File: src/rtl/decodificador_servo.sv
// Measures the high time of a 50 Hz servo pulse and decodes it to a 3-bit position code, flagging bad widths and loss of signal.
// Results register on the 4th clock edge counted from the first edge that samples pwm low; the input is never backpressured.
module decodificador_servo #(
  parameter int BASE    = 50000,
  parameter int STEP    = 7143,
  parameter int TIMEOUT = 1250000,
  parameter int CW      = 21
) (
  input  logic       clock,
  input  logic       reset,
  input  logic       pwm,
  output logic [2:0] posicao,
  output logic       valido,
  output logic       erro,
  output logic       db_pwm,
  output logic [2:0] db_posicao,
  output logic [1:0] db_estado
);

  localparam int LIM0   = BASE - STEP / 2;
  localparam int LIMMAX = LIM0 + 8 * STEP;

  localparam logic [CW-1:0] UM       = CW'(1);
  localparam logic [CW-1:0] LIM0_C   = CW'(LIM0);
  localparam logic [CW-1:0] LIMMAX_C = CW'(LIMMAX);
  localparam logic [CW-1:0] STEP_C   = CW'(STEP);
  localparam logic [CW-1:0] TMO_C    = CW'(TIMEOUT);
  localparam logic [CW-1:0] TMO_M1   = CW'(TIMEOUT - 1);

  typedef enum logic [1:0] {
    ESPERA_BAIXO  = 2'b00,
    ESPERA_SUBIDA = 2'b01,
    MEDE          = 2'b10,
    AVALIA        = 2'b11
  } estado_t;

  estado_t       estado;
  logic          s1;
  logic          s;
  logic [1:0]    aquece;
  logic [CW-1:0] largura;
  logic [CW-1:0] largura_prox;
  logic [CW-1:0] passo;
  logic [3:0]    faixa;
  logic          em_faixa;
  logic [CW-1:0] tempo;
  logic          subida;

  assign largura_prox = largura + UM;
  assign subida       = (estado == ESPERA_SUBIDA) && s;

  always_ff @(posedge clock) begin
    if (reset) begin
      s1       <= 1'b0;
      s        <= 1'b0;
      aquece   <= 2'd0;
      estado   <= ESPERA_BAIXO;
      largura  <= '0;
      passo    <= '0;
      faixa    <= 4'd0;
      em_faixa <= 1'b0;
      tempo    <= '0;
      posicao  <= 3'd0;
      valido   <= 1'b0;
      erro     <= 1'b0;
    end else begin
      s1 <= pwm;
      s  <= s1;

      // s only reflects the pin once both synchronizer stages have been refilled after reset.
      if (aquece != 2'd2) aquece <= aquece + 2'd1;

      if (subida) tempo <= '0;
      else if (tempo != TMO_C) tempo <= tempo + UM;

      if (!subida && tempo >= TMO_M1) begin
        valido <= 1'b0;
        erro   <= 1'b1;
      end

      case (estado)
        ESPERA_BAIXO: begin
          if (aquece == 2'd2 && !s) estado <= ESPERA_SUBIDA;
        end
        ESPERA_SUBIDA: begin
          if (s) begin
            largura  <= UM;
            em_faixa <= (LIM0 == 1);
            faixa    <= 4'd0;
            passo    <= UM;
            estado   <= MEDE;
          end
        end
        MEDE: begin
          if (!s) begin
            estado <= AVALIA;
          end else if (largura >= LIMMAX_C) begin
            erro   <= 1'b1;
            valido <= 1'b0;
            estado <= ESPERA_BAIXO;
          end else begin
            largura <= largura_prox;
            // faixa counts whole STEP bins past LIM0; passo counts cycles inside the current bin.
            if (largura_prox == LIM0_C) begin
              em_faixa <= 1'b1;
              faixa    <= 4'd0;
              passo    <= UM;
            end else if (em_faixa) begin
              if (passo == STEP_C) begin
                faixa <= faixa + 4'd1;
                passo <= UM;
              end else begin
                passo <= passo + UM;
              end
            end
          end
        end
        AVALIA: begin
          if (em_faixa && !faixa[3]) begin
            posicao <= faixa[2:0];
            valido  <= 1'b1;
            erro    <= 1'b0;
          end else begin
            valido <= 1'b0;
            erro   <= 1'b1;
          end
          estado <= ESPERA_SUBIDA;
        end
        default: estado <= ESPERA_BAIXO;
      endcase
    end
  end

  assign db_pwm     = s;
  assign db_posicao = posicao;
  assign db_estado  = estado;

endmodule

File: config.mk
export PLATFORM = sky130hd
export DESIGN_NAME = decodificador_servo
export DESIGN_NICKNAME = d
export VERILOG_FILES = /design/src/rtl/decodificador_servo.sv
export SDC_FILE = /design/constraint.sdc
export NUM_CORES = 1
export LEC_CHECK = 0
export CAP_MARGIN = 20
export CORE_ASPECT_RATIO = 0.6
export CORE_MARGIN = 8
export CORE_UTILIZATION = 47
export CTS_CLUSTER_DIAMETER = 150
export DETAILED_ROUTE_END_ITERATION = 7
export PLACE_DENSITY_LB_ADDON = 0.15
export SLEW_MARGIN = 20
export SYNTH_ARGS = -nofsm -noshare
export SYNTH_HDL_FRONTEND = slang
export SYNTH_SLANG_ARGS = --single-unit
File: constraint.sdc
create_clock -name clock -period 2.75 [get_ports clock]
set_input_delay 0.55 -clock clock [delete_from_list [all_inputs] [get_ports clock]]
set_output_delay 0.55 -clock clock [all_outputs]
set_load 0.1 [all_outputs]
# Yosys cells after proc, flatten, opt, wreduce, memory -nomap -nowiden

Index checks and enable logic that the tools add are counted.

Word-level logic and storage cells: 88
Bits in registers: 79
Output and inout bits: 11
Input bits: 3

$lt $le $gt $ge: 2
Add/subtract/negate cells: 5
Mux-type cells: 37
Eq/ne operators: 16
Reduce and logical (&&, ||, !) cells: 16

Operator list:

| operator                                                                               | count |
|---|---|
| 21-bit 2-to-1 mux                                                                      | 8 |
| 21-bit one-hot mux with 2 select lines                                                 | 2 |
| 21-bit by 1-bit adder with 21-bit output (second input constant)                       | 3 |
| 4-bit 2-to-1 mux                                                                       | 6 |
| 21-bit by 13-bit == test with 1-bit output (second input constant)                     | 1 |
| 21-bit by 16-bit == test with 1-bit output (second input constant)                     | 1 |
| 21-bit by 17-bit greater-or-equal comparator with 1-bit output (second input constant) | 1 |
| 21-bit greater-or-equal comparator (second input constant)                             | 1 |
| 21-bit != test (second input constant)                                                 | 1 |
| 1-bit 2-to-1 mux                                                                       | 12 |
| 2-bit != test (second input constant)                                                  | 6 |
| 5-bit AND reduction                                                                    | 2 |
| 3-bit != test (second input constant)                                                  | 3 |
| 2-bit 2-to-1 mux                                                                       | 4 |
| 2-bit one-hot mux with 4 select lines                                                  | 1 |
| 4-bit one-hot mux with 2 select lines                                                  | 1 |
| 2-bit == test (second input constant)                                                  | 3 |
| 1-bit one-hot mux with 2 select lines                                                  | 3 |
| 6-bit AND reduction                                                                    | 1 |
| 4-bit by 1-bit adder with 4-bit output (second input constant)                         | 1 |
| 1-bit logical AND                                                                      | 4 |
| 4-bit AND reduction                                                                    | 1 |
| 1-bit zero test                                                                        | 3 |
| 3-bit AND reduction                                                                    | 1 |
| 6 further kinds                                                                        | 6 |

# Logic depth before layout (Yosys ltp)

Gate-level depths: netlist of the first run.

Depth in word-level cells: 8
Depth in mapped cells: 12

# Worst setup path after synthesis of the first run

No wires, ideal clock.

Path kind: register -> register
From: register estado[0], in the netlist db_estado[0]
To: register passo[1]
Required time: 2633 ps
Buffers on the path: 2
Setup slack: 83 ps
Arrival: 2551 ps
Stages on the path, launching flop included: 10
Setup time: 117 ps
Cell sequence: dfxtp_1 inv_1 ha_1 and2_1 and2_1 clkbuf_1 o21ai_1 nor3_2 buf_2 a22o_1

Cells in the longest elaborated chain, start to end: 3

Ends and longest elaborated chain:

| what                                                                      | RTL line | text |
|---|---|---|
| start: declaration                                                        | 37       | `estado_t estado;` |
| start signal: assignment                                                  | 57       | `estado <= ESPERA_BAIXO;` |
| start signal: assignment                                                  | 83       | `if (aquece == 2'd2 && !s) estado <= ESPERA_SUBIDA;` |
| start signal: assignment                                                  | 91       | `estado <= MEDE;` |
| 2-bit == test or 2-bit by 1-bit == test with 1-bit output (tied branches) | 81       | `case (estado)` |
| 3-bit != test (no source line) (tied with other cells)                    | n/a      |  |
| 5-bit AND reduction (no source line)                                      | n/a      |  |
| end signal: assignment                                                    | 113      | `passo <= passo + UM;` |
| end: declaration                                                          | 43       | `logic [CW-1:0] passo;` |

Parallel ways exist; a longest one is shown, timed or not.
A chain may end at the register's enable or synchronous reset.

# Worst setup path in the final report of the first run

From: register largura[2]
To: register passo[20]

Cells in the longest elaborated chain, start to end: 6

Ends and longest elaborated chain:

| what                                       | RTL line | text |
|---|---|---|
| start: declaration                         | 41       | `logic [CW-1:0] largura;` |
| start signal: assignment                   | 102      | `largura <= largura_prox;` |
| 21-bit by 1-bit adder with 21-bit output   | 49       | `assign largura_prox = largura + UM;` |
| 21-bit by 16-bit == test with 1-bit output | 104      | `if (largura_prox == LIM0_C) begin` |
| 21-bit 2-to-1 mux                          | 104      |  |
| 21-bit 2-to-1 mux                          | 97       | `end else if (largura >= LIMMAX_C) begin` |
| 21-bit 2-to-1 mux                          | 95       | `if (!s) begin` |
| 21-bit one-hot mux with 2 select lines     | 81       |  |

Parallel ways exist; a longest one is shown, timed or not. The select of a mux whose other input is x is not followed.

==> results of run 1 <==
-- stage by stage --
| stage | area (sq um) | instances |
|---|---|---|
| 2_1_floorplan | 4420 | 538 |
| 3_3_place_gp | 4787 | 683 |
| 3_5_place_dp | 4795 | 684 |
| 4_1_cts | 5099 | 700 |
| 5_1_grt | 5180 | 703 |
| 6_report | 5180 | 703 |
-- report_power, final --
| part | leakage (nW) | switching (mW) | internal (mW) |
|---|---|---|---|
| logic | 1.08 | 0.229 | 0.130 |
| clock network | 0.150 | 0.504 | 0.712 |
| registers | 0.640 | 0.0291 | 1.18 |
| total | 1.87 | 0.762 | 2.02 |
-- Yosys cell counts (13+ instances only) --
library cell	number	area (sq um)
nand3_1	35	175.2
nor2_1	63	236.5
xor2_1	17	148.9
nand2_1	43	161.4
inv_1	27	101.4
a21oi_1	30	150.1
dfxtp_1	79	1582
o21ai_1	15	75.07
nand4_1	14	87.58
mux2i_1	13	130.1
-- cell families after synthesis --
logic type      after synthesis
compound gates              109
xor+xnor                     29
fa+ha+maj                    12
buf+inv                      59
flops                        79
mux                          13
simple gates                237
-- area by class of cell --
cell class                 count  area share (%)
clock buffer                   9           4.348
clock inverter                 7           1.522
inverter                      27           1.957
multi-input combinational    400           50.10
sequential                    79           30.68
tap                          130           3.140
timing repair buffer          51           8.261
-- registers in the layout, summed over array words and instances (netlist names), 2 cells and up --
register and flops:
largura 21, passo 21, tempo 21, faixa 4
db_posicao 3, aquece 2, db_estado 2
-- worst min path at each step --
stage | startpoint | end | slack, ps
6_report | s1$_SDFF_PP0_ | db_pwm$_SDFF_PP0_ | 450
5_1_grt | s1$_SDFF_PP0_ | db_pwm$_SDFF_PP0_ | 470
4_1_cts | s1$_SDFF_PP0_ | db_pwm$_SDFF_PP0_ | 450
3_5_place_dp | s1$_SDFF_PP0_ | db_pwm$_SDFF_PP0_ | 440
3_3_place_gp | s1$_SDFF_PP0_ | db_pwm$_SDFF_PP0_ | 430
2_1_floorplan | s1$_SDFF_PP0_ | db_pwm$_SDFF_PP0_ | 410
-- layer usage --
metal / wire length (um) / track usage [%] / vias up
li1: - / - / 1981
met1: 5942 / 27.56 / 1797
met2: 3982 / 20.72 / 100
met3: 760 / 4.859 / 8
met4: 72 / 4.626 / 0
met5: 0 / 0 / -
-- critical path, cell delays in order, from the launching register on --
cell,delay [ps]
dfxtp_1,360
nand4_2,180
buf_4,200
nor4_2,290
buf_4,170
mux2i_1,190
o21ai_1,140
o31ai_4,330
buf_6,170
nor3_2,60
buf_12,170
o21ai_1,60
a21bo_1,200
-- repair_timing --
item / CTS / global route
endpoints found under the setup margin: 4 / 36
hold buffers: 0 / 0
pin swaps: 1 / 2
gates resized for setup: 0 / 18
setup buffers: 0 / 3
==> flow_summary.rst, run 1 <==
.. list-table::
   :header-rows: 1

   * - Metric
     - Value
   * - Place WS
     - -30.79 ps
   * - Fin nets
     - 583
   * - RSZ-0062 raised after global routing
     - true
   * - Required @ worst endpoint
     - 2980 ps
   * - Number of top-level design ports
     - 14
   * - Slew @ Worst Pin
     - 750.5 ps
   * - # H-tree levels
     - 3
   * - Via total after detailed routing
     - 3886
   * - Count of TritonRoute iterations in the first routing pass
     - 5
   * - Sequential cell area in the final layout
     - 1589 sq um
   * - MaxCap Viol Count
     - 0
   * - Area of the multi-input gates
     - 2595 sq um
   * - Category of the critical setup timing path
     - reg2reg
   * - Number of global-route vias before repair
     - 3521
   * - Number of synthesized flops with an enable pin
     - 0
   * - Initial DRC Count
     - 308
   * - Number of failing hold endpoints at the final stage
     - 0
   * - CTS root buffer
     - clkbuf_16
   * - Aggregate global routing overflow
     - 0
   * - Cts bufs inserted
     - 9
   * - Synthesized-area fraction occupied by adder cells
     - 3.397%
   * - Horizontal die dimension
     - 141.2 um
   * - Launch point of the critical path
     - largura[2]$_SDFFE_PP0P_
   * - Ant diodes
     - 0
   * - Most common cell after layout, fill and taps aside
     - dfxtp_1
   * - Global-route wire length before repair
     - 18060 um
   * - XOR/XNOR share of the synthesized area
     - 5.746%
   * - Power after layout
     - 2.780 mW
   * - Cell count after synthesis
     - 538
   * - Basic-gate share of the synthesized area counting and, or, nand and nor cells
     - 27.99%
   * - Area growth from synthesis to final layout
     - 17.18%
   * - Ratio of cells with drive above 1 in the final layout
     - 18.15%
   * - Critical Path Sink Type
     - flop
   * - Commonest cells after routing, fill and taps aside
     - dfxtp_1 (75), nor2_1 (61), buf_4 (44)
   * - Post-route DRC violation count
     - 0
   * - Final number of max-transition violations
     - 0
   * - Reg2Reg Capture Point
     - passo[20]$_SDFFE_PP0P_
   * - Beginning of the worst register-to-register path
     - largura[2]$_SDFFE_PP0P_
   * - CTS tree
     - built
   * - Netlist area before placement
     - 4420 sq um
   * - Final critical path time including I/O delays and setup
     - 2625 ps
   * - Relative slew margins
     - 49.33%
   * - Via-to-Cell Ratio
     - 5.528
   * - Setup TNS Final
     - 0 ps
   * - Post-CTS clock slew at the launch and capture registers of the worst setup and hold paths
     - 60 ps
   * - Predominant post-synthesis flop cell
     - dfxtp_1
   * - CORE AREA
     - 9155 sq um
   * - Share of the synthesized area in compound gates (AO/OA/AOI/OAI)
     - 17.63%
   * - Routability Congestion
     - 0.8652
   * - Routed WL
     - 10760 um
   * - Maximum vdd drop
     - 0.0003421 V
   * - Max Fclk
     - 0.3809 GHz
   * - Mux share of post-synthesis cell area
     - 2.944%
   * - Largest driver fanout on the critical path
     - 15
   * - Proportion of synthesized chip area in sequential cells
     - 35.78%
   * - Fill cell total of the finished layout
     - 836
   * - Clock skew
     - 6.817 ps
   * - Final cell utilization of the core
     - 56.58%
   * - Floorplan die height
     - 91.12 um
   * - Half-perimeter wire length after detailed placement
     - 7848 um
   * - Type of the tightest min-delay check
     - reg2reg
   * - Full die area
     - 12870 sq um
   * - Worst setup path endpoint
     - passo[20]$_SDFFE_PP0P_
   * - Global routing usage summed across all routing layers
     - 17.20%
   * - # rows
     - 27
   * - Count of warnings emitted by yosys
     - 0
   * - Crit share post-route
     - 95.47%
   * - Fraction of synthesis flops using an asynchronous set or reset pin
     - 0%
   * - Combinational family with the most area after synthesis
     - simple AND/OR/NAND/NOR gates
   * - Worst hold path stage count
     - 1
   * - Mean post-synth cell area
     - 8.217 sq um
   * - Pwr/cell area
     - 536.7 nW/um^2
   * - Number of distinct library cells after synthesis
     - 59
   * - Number of antenna violations at the first check in global routing
     - 0
   * - Pleak
     - 1.870 nW
   * - Worst setup SP type
     - flop
   * - Outcome
     - finished clean
   * - Setup slack of the worst register-to-register path
     - 120 ps
   * - # setup viols final
     - 0
   * - Initial cell density of the core
     - 48.28%
   * - Final hold slack
     - 447.5 ps
   * - Clk_lat worst skew
     - 340 ps
   * - Sink Count
     - 79
   * - Crit path DAT
     - 2860 ps
   * - Synthesis-stage register bit count
     - 79
   * - Clock tree buffer depth
     - 2
   * - Wire per inst
     - 15.30 um
   * - Reg2reg path depth
     - 12
   * - Pin count of the biggest net entering global routing
     - 58
   * - Count of port buffers added during placement
     - 13
   * - Number of nets produced by synthesis
     - 553
   * - Final setup slack of the worst path
     - 124.5 ps
   * - Post-route antenna net violation count
     - 0
Power figures use the tool's default switching activity.
==> inputs of run 2 (changes only) <==
--- a/config.mk
+++ b/config.mk
@@ -11,6 +11,7 @@
 export CORE_UTILIZATION = 47
 export CTS_CLUSTER_DIAMETER = 150
 export DETAILED_ROUTE_END_ITERATION = 7
+export GPL_TIMING_DRIVEN = 0
 export PLACE_DENSITY_LB_ADDON = 0.15
 export SLEW_MARGIN = 20
 export SYNTH_ARGS = -nofsm -noshare
==> flow_summary.rst, run 2 (synthesis gave the netlist of run 1 again) <==
.. list-table::
   :header-rows: 1

   * - Metric
     - Value
   * - Outcome
     - finished clean
   * - Clock tree buffer depth
     - 2
   * - Global routing usage summed across all routing layers
     - 17.08%
   * - Launch point of the critical path
     - largura[10]$_SDFFE_PP0P_
   * - CTS tree
     - built
   * - Worst setup path endpoint
     - passo[16]$_SDFFE_PP0P_
   * - Slew @ Worst Pin
     - 977.4 ps
   * - Ant diodes
     - 0
   * - Worst setup SP type
     - flop
   * - Via-to-Cell Ratio
     - 5.705
   * - Relative slew margins
     - 34.64%
   * - Aggregate global routing overflow
     - 0
   * - Reg2reg path depth
     - 10
   * - Category of the critical setup timing path
     - reg2reg
   * - Setup slack of the worst register-to-register path
     - 120 ps
   * - Crit path DAT
     - 2860 ps
   * - Via total after detailed routing
     - 4005
   * - # rows
     - 27
   * - Hold Buf Count CTS
     - 0
   * - Reg2Reg Capture Point
     - passo[16]$_SDFFE_PP0P_
   * - Ratio of cells with drive above 1 in the final layout
     - 14.86%
   * - Pin count of the biggest net entering global routing
     - 14
   * - Full die area
     - 12870 sq um
   * - Number of antenna violations at the first check in global routing
     - 0
   * - Global-route wire length before repair
     - 17950 um
   * - Largest driver fanout on the critical path
     - 10
   * - Cts bufs inserted
     - 9
   * - Routed WL
     - 10980 um
   * - Max Fclk
     - 0.3798 GHz
   * - Area growth from synthesis to final layout
     - 17.66%
   * - Half-perimeter wire length after detailed placement
     - 7828 um
   * - Commonest cells after routing, fill and taps aside
     - dfxtp_1 (70), nor2_1 (62), nand2_1 (43)
   * - Clock skew
     - 7.090 ps
   * - Number of global-route vias before repair
     - 3505
   * - Crit share post-route
     - 95.75%
   * - # H-tree levels
     - 3
   * - Count of TritonRoute iterations in the first routing pass
     - 5
   * - Beginning of the worst register-to-register path
     - largura[10]$_SDFFE_PP0P_
   * - Most common cell after layout, fill and taps aside
     - dfxtp_1
   * - Horizontal die dimension
     - 141.2 um
   * - Pwr/cell area
     - 526.9 nW/um^2
   * - Place WS
     - -366.6 ps
   * - Sequential cell area in the final layout
     - 1593 sq um
   * - Initial cell density of the core
     - 48.28%
   * - Number of top-level design ports
     - 14
   * - CORE AREA
     - 9155 sq um
   * - Fill cell total of the finished layout
     - 823
   * - Routability Congestion
     - 0.8803
   * - Post-route antenna net violation count
     - 0
   * - MaxCap Viol Count
     - 0
   * - Final setup slack of the worst path
     - 117.0 ps
   * - Wire per inst
     - 15.63 um
   * - Floorplan die height
     - 91.12 um
   * - Required @ worst endpoint
     - 2980 ps
   * - Pleak
     - 1.876 nW
   * - Initial DRC Count
     - 354
   * - Clk_lat worst skew
     - 340 ps
   * - CTS root buffer
     - clkbuf_16
   * - Sink Count
     - 79
   * - Fin nets
     - 583
   * - Number of failing hold endpoints at the final stage
     - 0
   * - Count of port buffers added during placement
     - 13
   * - Type of the tightest min-delay check
     - reg2reg
   * - Critical Path Sink Type
     - flop
   * - Registers with the most flip-flops
     - largura: 21 flops, passo: 21 flops, tempo: 21 flops
   * - Area of the multi-input gates
     - 2675 sq um
   * - Post-route DRC violation count
     - 0
   * - # setup viols final
     - 0
   * - Post-CTS clock slew at the launch and capture registers of the worst setup and hold paths
     - 60 ps
   * - Final critical path time including I/O delays and setup
     - 2633 ps
   * - Setup TNS Final
     - 0 ps
   * - Maximum vdd drop
     - 0.0003717 V
   * - Final number of max-transition violations
     - 0
## run 2: final cells by class
class                           count  share of cell area, %
Tap cell                          130                  3.127
Clock inverter                      6                  1.179
Inverter                           27                  1.949
Buffer                             30                  3.753
Multi-Input combinational cell    400                  51.43
Clock buffer                        9                  4.330
Sequential cell                    79                  30.62
Timing Repair Buffer               21                  3.608
## run 2: timing repair
action | in CTS | in global routing
gates cloned | 0 | 1
pin swaps | 1 | 5
setup endpoints to repair | 30 | 31
gates resized for setup | 17 | 20
buffers inserted | 1 | 6
## run 2: worst min path at each step
stage,start,to,slack [ps],depth (start not counted)
after floorplan,s1$_SDFF_PP0_,db_pwm$_SDFF_PP0_,410,1
after global placement,s1$_SDFF_PP0_,db_pwm$_SDFF_PP0_,430,1
final,s1$_SDFF_PP0_,db_pwm$_SDFF_PP0_,440,1
after CTS,s1$_SDFF_PP0_,db_pwm$_SDFF_PP0_,450,1
after global routing,s1$_SDFF_PP0_,db_pwm$_SDFF_PP0_,490,1
after detailed placement,s1$_SDFF_PP0_,db_pwm$_SDFF_PP0_,430,1
## run 2: through the flow
stage | power (mW) | utilization (%) | cell area (sq um) | std cells | hold WS, ps
2_1_floorplan | 1.510 | - | 4420 | 538 | 413.8
3_3_place_gp | 1.577 | 51.48 | 4713 | 681 | 430.7
3_5_place_dp | 1.593 | 51.48 | 4713 | 681 | 432.0
4_1_cts | 2.766 | 55.24 | 5057 | 695 | 446.7
5_1_grt | 2.866 | 56.81 | 5201 | 702 | 486.8
6_report | 2.741 | 56.81 | 5201 | 702 | 443.1
## run 2: worst max-delay path, stage by stage, from the launching register on
cell and delay (ps):
dfxtp_2 440, nand4_4 180, nor4_4 320, xnor2_1 100, or4_4 550, o31ai_4 240
buf_6 180, buf_8 140, o2111ai_2 110, xor2_1 220, nor2_2 40
## run 2: layer usage
metal	track usage (%)	vias to the layer above	routed length (um)
li1	-	1981	-
met1	25.42	1879	5795
met2	22.64	133	4221
met3	4.963	12	857
met4	5.249	0	101
met5	0	-	0
## run 2: report_power, final
part	switching (mW)	internal (mW)
clock network	0.472	0.696
logic	0.236	0.131
registers	0.0302	1.18
